### src/rtl/oam_dma_ctrl_if.sv
// Bus bundle between the CPU core, the memory map and the sprite DMA engine.
// No logic: carries the CPU request, the DMA bus drive and the memory read-return.
// Timing of every field is defined by oam_dma_ctrl.
interface oam_dma_ctrl_if;
    // CPU outputs observed by the DMA engine
    logic [15:0] cpu_addr;
    logic [7:0]  cpu_dout;
    logic        cpu_rnw;
    // Memory-map read data returned during DMA read cycles
    logic [7:0]  bus_din;
    // DMA engine outputs
    logic        cpu_rdy;
    logic        bus_sel;
    logic [15:0] bus_addr;
    logic [7:0]  bus_dout;
    logic        bus_rnw;
    logic        dma_busy;

    // DMA engine view
    modport slave (
        input  cpu_addr, cpu_dout, cpu_rnw, bus_din,
        output cpu_rdy, bus_sel, bus_addr, bus_dout, bus_rnw, dma_busy
    );

    // CPU / memory-map view
    modport master (
        output cpu_addr, cpu_dout, cpu_rnw, bus_din,
        input  cpu_rdy, bus_sel, bus_addr, bus_dout, bus_rnw, dma_busy
    );
endinterface

### src/rtl/oam_dma_ctrl.sv
// Sprite DMA: a CPU write to TRIGGER_ADDR halts the CPU and copies one 256-byte page to OAM_DATA_ADDR.
// Latency: DMA owns the bus from the cycle after the trigger; 513 or 514 cycles depending on cycle parity.
// Backpressure: none accepted; the CPU is stalled via cpu_rdy and all CPU activity is ignored while busy.
module oam_dma_ctrl #(
    parameter logic [15:0] TRIGGER_ADDR  = 16'h4014,
    parameter logic [15:0] OAM_DATA_ADDR = 16'h2004,
    parameter int          XFER_LEN      = 256
) (
    input  logic          clk_ph1,
    input  logic          rst,
    oam_dma_ctrl_if.slave bus
);

    // The source address is {page, idx}, so the index must be exactly one byte wide.
    localparam int             IDX_W    = $clog2(XFER_LEN);
    localparam logic [IDX_W-1:0] LAST_IDX = IDX_W'(XFER_LEN - 1);

    typedef enum logic [2:0] {
        S_IDLE  = 3'd0,
        S_HALT  = 3'd1,
        S_ALIGN = 3'd2,
        S_READ  = 3'd3,
        S_WRITE = 3'd4
    } state_t;

    state_t           state;
    logic [IDX_W-1:0] idx;
    logic [7:0]       page;
    logic [7:0]       data_reg;
    logic             parity;
    logic             trigger;

    // A CPU write cycle addressed to the trigger register; reads of it do nothing.
    assign trigger = (bus.cpu_rnw == 1'b0) && (bus.cpu_addr == TRIGGER_ADDR);

    // Free-running even/odd cycle marker; only reset can clear it.
    always_ff @(posedge clk_ph1) begin
        if (rst) begin
            parity <= 1'b0;
        end else begin
            parity <= ~parity;
        end
    end

    // Transfer sequencer: halt, optional align, then 256 read/write pairs.
    always_ff @(posedge clk_ph1) begin
        if (rst) begin
            state    <= S_IDLE;
            idx      <= '0;
            page     <= 8'h00;
            data_reg <= 8'h00;
        end else begin
            case (state)
                S_IDLE: begin
                    if (trigger) begin
                        page  <= bus.cpu_dout;
                        idx   <= '0;
                        state <= S_HALT;
                    end
                end
                S_HALT: begin
                    // Reads must land on even cycles; an extra dummy read fixes odd alignment.
                    if (parity) begin
                        state <= S_READ;
                    end else begin
                        state <= S_ALIGN;
                    end
                end
                S_ALIGN: begin
                    state <= S_READ;
                end
                S_READ: begin
                    data_reg <= bus.bus_din;
                    state    <= S_WRITE;
                end
                S_WRITE: begin
                    if (idx == LAST_IDX) begin
                        idx   <= '0;
                        state <= S_IDLE;
                    end else begin
                        idx   <= idx + 1'b1;
                        state <= S_READ;
                    end
                end
                default: begin
                    state <= S_IDLE;
                end
            endcase
        end
    end

    // Bus drive decoded straight from registered state so a DMA cycle starts on the edge.
    always_comb begin
        bus.cpu_rdy  = 1'b1;
        bus.bus_sel  = 1'b0;
        bus.bus_addr = 16'h0000;
        bus.bus_dout = data_reg;
        bus.bus_rnw  = 1'b1;
        bus.dma_busy = 1'b0;
        case (state)
            S_HALT, S_ALIGN: begin
                bus.cpu_rdy  = 1'b0;
                bus.bus_sel  = 1'b1;
                bus.dma_busy = 1'b1;
                bus.bus_addr = {page, 8'h00};
            end
            S_READ: begin
                bus.cpu_rdy  = 1'b0;
                bus.bus_sel  = 1'b1;
                bus.dma_busy = 1'b1;
                bus.bus_addr = {page, idx};
            end
            S_WRITE: begin
                bus.cpu_rdy  = 1'b0;
                bus.bus_sel  = 1'b1;
                bus.dma_busy = 1'b1;
                bus.bus_rnw  = 1'b0;
                bus.bus_addr = OAM_DATA_ADDR;
            end
            default: begin
                bus.cpu_rdy  = 1'b1;
            end
        endcase
    end

endmodule

### src/flat_wrapper.sv
// flat-port wrapper written by rule: the top's interface ports become plain ports
module oam_dma_ctrl_flat 
#(
    parameter logic [15:0] TRIGGER_ADDR  = 16'h4014,
    parameter logic [15:0] OAM_DATA_ADDR = 16'h2004,
    parameter int          XFER_LEN      = 256
)
  (clk_ph1, rst, bus_cpu_addr, bus_cpu_dout, bus_cpu_rnw, bus_bus_din, bus_cpu_rdy, bus_bus_sel, bus_bus_addr, bus_bus_dout, bus_bus_rnw, bus_dma_busy);
  oam_dma_ctrl_if bus_i ();
  input  logic clk_ph1;
  input  logic rst;
  input wire logic [$bits(bus_i.cpu_addr)-1:0] bus_cpu_addr;
  input wire logic [$bits(bus_i.cpu_dout)-1:0] bus_cpu_dout;
  input wire logic [$bits(bus_i.cpu_rnw)-1:0] bus_cpu_rnw;
  input wire logic [$bits(bus_i.bus_din)-1:0] bus_bus_din;
  output wire logic [$bits(bus_i.cpu_rdy)-1:0] bus_cpu_rdy;
  output wire logic [$bits(bus_i.bus_sel)-1:0] bus_bus_sel;
  output wire logic [$bits(bus_i.bus_addr)-1:0] bus_bus_addr;
  output wire logic [$bits(bus_i.bus_dout)-1:0] bus_bus_dout;
  output wire logic [$bits(bus_i.bus_rnw)-1:0] bus_bus_rnw;
  output wire logic [$bits(bus_i.dma_busy)-1:0] bus_dma_busy;
  assign bus_i.cpu_addr = bus_cpu_addr;
  assign bus_i.cpu_dout = bus_cpu_dout;
  assign bus_i.cpu_rnw = bus_cpu_rnw;
  assign bus_i.bus_din = bus_bus_din;
  assign bus_cpu_rdy = bus_i.cpu_rdy;
  assign bus_bus_sel = bus_i.bus_sel;
  assign bus_bus_addr = bus_i.bus_addr;
  assign bus_bus_dout = bus_i.bus_dout;
  assign bus_bus_rnw = bus_i.bus_rnw;
  assign bus_dma_busy = bus_i.dma_busy;
  oam_dma_ctrl #(.TRIGGER_ADDR(TRIGGER_ADDR), .OAM_DATA_ADDR(OAM_DATA_ADDR), .XFER_LEN(XFER_LEN)) u_core (.clk_ph1(clk_ph1), .rst(rst), .bus(bus_i));
endmodule
### config.mk
export PLATFORM = sky130hd
export DESIGN_NAME = oam_dma_ctrl_flat
export DESIGN_NICKNAME = d
export VERILOG_FILES = /design/src/rtl/oam_dma_ctrl_if.sv /design/src/rtl/oam_dma_ctrl.sv /design/src/flat_wrapper.sv
export SDC_FILE = /design/constraint.sdc
export NUM_CORES = 1
export LEC_CHECK = 0
export CAP_MARGIN = 20
export CORE_MARGIN = 1.5
export CORE_UTILIZATION = 39
export DETAILED_ROUTE_END_ITERATION = 7
export MAX_ROUTING_LAYER = met4
export PLACE_DENSITY_LB_ADDON = 0.2
export SLEW_MARGIN = 5
export SYNTH_ARGS = -nofsm -noshare
export SYNTH_HDL_FRONTEND = slang
export SYNTH_SLANG_ARGS = --single-unit
### constraint.sdc
create_clock -name clk_ph1 -period 2.17 [get_ports clk_ph1]
set_input_delay 0.434 -clock clk_ph1 [delete_from_list [all_inputs] [get_ports clk_ph1]]
set_output_delay 0.434 -clock clk_ph1 [all_outputs]
set_load 0.005 [all_outputs]
==> impl_metrics.toml <==
[setup_path]
cp.arrival_ps = 1660
cp_top_family = "buffers and inverters"
crit_path_max_incr_delay_ps = 510
critPathMaxFanout = 5
crit_buf_inv = 1
cp.required_ps = 1740
slowest_stage = "clkdlybuf4s50_1"
cp_cell_sequence = "nor2b_4 -> nand2_1 -> nor2_1 -> clkdlybuf4s50_1"
crit_path_end_kind = "primary output"
cp-start-kind = "flop"
critPathKind = "reg2out"

[run_status]
status = "finished, final reports clean"

[clocking]
path_clk_slew_ps = 150
cts_hold_buffers = 0
htree_levels = 1
cts_tree = "built"
numClockSinks = 28
numCtsBuffers = 3
clockBufferDepth = 2
cts-root-buf = "clkbuf_4"
worstSkewPairLatency_ps = 330

[floorplan]
core_um2 = 3390
rows = 21
initial_core_util_pct = 41.0
dieArea_um2 = 3930
die_y_um = 62.7
ios = 63
die_w_um = 62.7

[sta]
finalCritPeriodShare_pct = 96.5
period_needed_ps = 2090
holdWs_ps = 428
setup_violations = 0
final-hold-violation-count = 0
slew_viol_final = 0
max_freq_mhz = 477
rsz0062_at_grt = "true"
worst_slew_pin_slew_ps = 338
clock_skew_ps = 1.75
slew-limit-headroom_pct = 77.2
tns_ps = 0

[power_and_ir_drop]
peakVddDrop_v = 0.000295
power.leakage_nw = 0.832
powerDensity_nw_per_um2 = 481

[synth]
avgSynthCellArea_um2 = 7.85
ys_ff_latch = 28
netlist_area_um2 = 1390
async_flop_share_pct = 0
synth_cells = 177
synth_edf_count = 0
ys.flop_type = "dfxtp_1"
synth_fp_nets = 213
yosys_warnings = 0
yosysSeqAreaShare_pct = 40.3
synth_cell_types = 40

[final_layout]
fin_cells = 294
final_util_pct = 65.5
area_growth_pct = 59.7
nets = 285
fill_cells = 304
postLayoutCellArea_um2 = 2220
n_antenna_cell = 0
multi_input_area_um2 = 779
register_area_um2 = 569
layout-drive-gt1-share_pct = 12.1

[global_route]
grt_first_pass_wirelength_mm = 6.63
grt_use_met3_pct = 2.16
globalRouteMet2Util_pct = 34.9
gr-total-overflow = 0
grt.busiest_layer = "met2"
grt_max_degree = 31
grt_antenna_before_repair = 0
grt_pass1_vias = 1493
use_met1_pct = 27.3
grt_usage_pct = 21.1

[placed_design]
place_congestion = 0.832
hpwl_mm = 2.72
place_area_um2 = 2090
io_buffers = 62
placedCellCount = 285

[flow_run]
cap_violations = 0

[drt]
num_vias = 1528
final_antenna_net_count = 0
first_pass_iters = 4
wl_per_cell_um = 13.0
dr.first_iter.drc_count = 108
drcViolationCount = 0
finalWirelength_mm = 3.81
viasPerCell = 5.20

[hold_path]
hp-class = "reg2reg"
-- report_power, final --
group          switching [W]  leakage [nW]  internal, W
Clock               0.000160        0.0279     0.000187
Combinational      0.0000725         0.576     0.000122
Sequential        0.00000603         0.228     0.000521
Total               0.000238         0.832     0.000829
-- layout by cell type (no fill, tap or decap), types with 2 or more instances in the layout --
cell / count
and3_1: 7
nor2_1: 10
clkbuf_4: 3
nand2b_1: 3
nand2_1: 27
dlygate4sd2_1: 9
a311oi_1: 3
or3_1: 2
dfxtp_1: 25
nand4_1: 3
dfxtp_4: 2
a41oi_1: 2
a21oi_1: 22
nor4b_1: 2
and4_1: 2
a211oi_1: 2
nand3_1: 13
buf_4: 14
clkdlybuf4s50_1: 53
o21ai_0: 10
inv_1: 3
and2_1: 8
-- logic make-up (layout without fill, tap and decap cells) --
| group | Yosys count | after routing | share of synthesized area (%) |
|---|---|---|---|
| adders and majority gates | 1 | 1 | 0.900 |
| xor gates and xnor gates | 1 | 1 | 0.630 |
| DFF | 28 | 28 | 40.3 |
| AOI/OAI and AO/OA | 48 | 48 | 21.4 |
| buffers and inverters | 15 | 86 | 5.22 |
| and+or+nand+nor | 84 | 84 | 31.5 |
-- state kept, by name, summed over array words and instances (netlist names) --
signal,flops
u_core.bus.bus_dout,8
u_core.idx,8
u_core.page,8
u_core.state,3
u_core.parity,1
-- timing repair --
action                                  in CTS  in global routing
gates resized for setup                     18                  3
endpoints found under the setup margin      20                  9
pin swaps                                    2                  1
buffers inserted                             4                  1
-- final cells by class --
cell class              count  area share [%]
repair buffers             78            33.6
multi-input cells         134            35.1
clock buffers               3            1.01
flip-flops and latches     28            25.6
inverters                   4           0.676
well taps                  46            2.59
clock inverters             1            1.35
-- stage by stage --
stage	setup WS, ps	total power (W)
finish	75.5	0.00107
global placement	120	0.000707
global route	-17.6	0.00112
CTS	16.4	0.00107
detailed placement	99.7	0.000708
floorplan	550	0.000596
-- layer usage --
metal,share of wire (%),up-vias
met3,3.1,4
met5,0,-
met1,46,704
li1,-,775
met2,50,45
met4,0.92,0
-- final timing paths --
| check | from | endpoint | slack, ps | cells after the start |
|---|---|---|---|---|
| hold / removal | u_core.parity | u_core.parity | 430 | 1 |
| setup reg to reg | u_core.state[0] | u_core.state[0] | 440 | 6 |
| setup / recovery | u_core.state[2] | bus_bus_addr[7] | 80 | 4 |
| hold reg to reg | u_core.parity | u_core.parity | 430 | 1 |
-- Yosys cell counts, types with 2 or more instances --
cell type / count / area share (%)
nor4b_1: 2 / 1.3
and2_1: 8 / 3.6
a211oi_1: 2 / 1.1
clkbuf_1: 4 / 1.1
nand2_1: 27 / 7.3
and4_1: 2 / 1.3
and3_1: 7 / 3.2
nand3_1: 13 / 4.7
o21ai_0: 10 / 3.6
a41oi_1: 2 / 1.3
nand4_1: 3 / 1.4
buf_2: 3 / 1.1
nand2b_1: 3 / 1.4
inv_1: 4 / 1.1
dfxtp_1: 28 / 40
a311oi_1: 3 / 1.9
or3_1: 2 / 0.90
nor2_1: 11 / 3.0
a21oi_1: 22 / 7.9
Power figures use the tool's default switching activity.
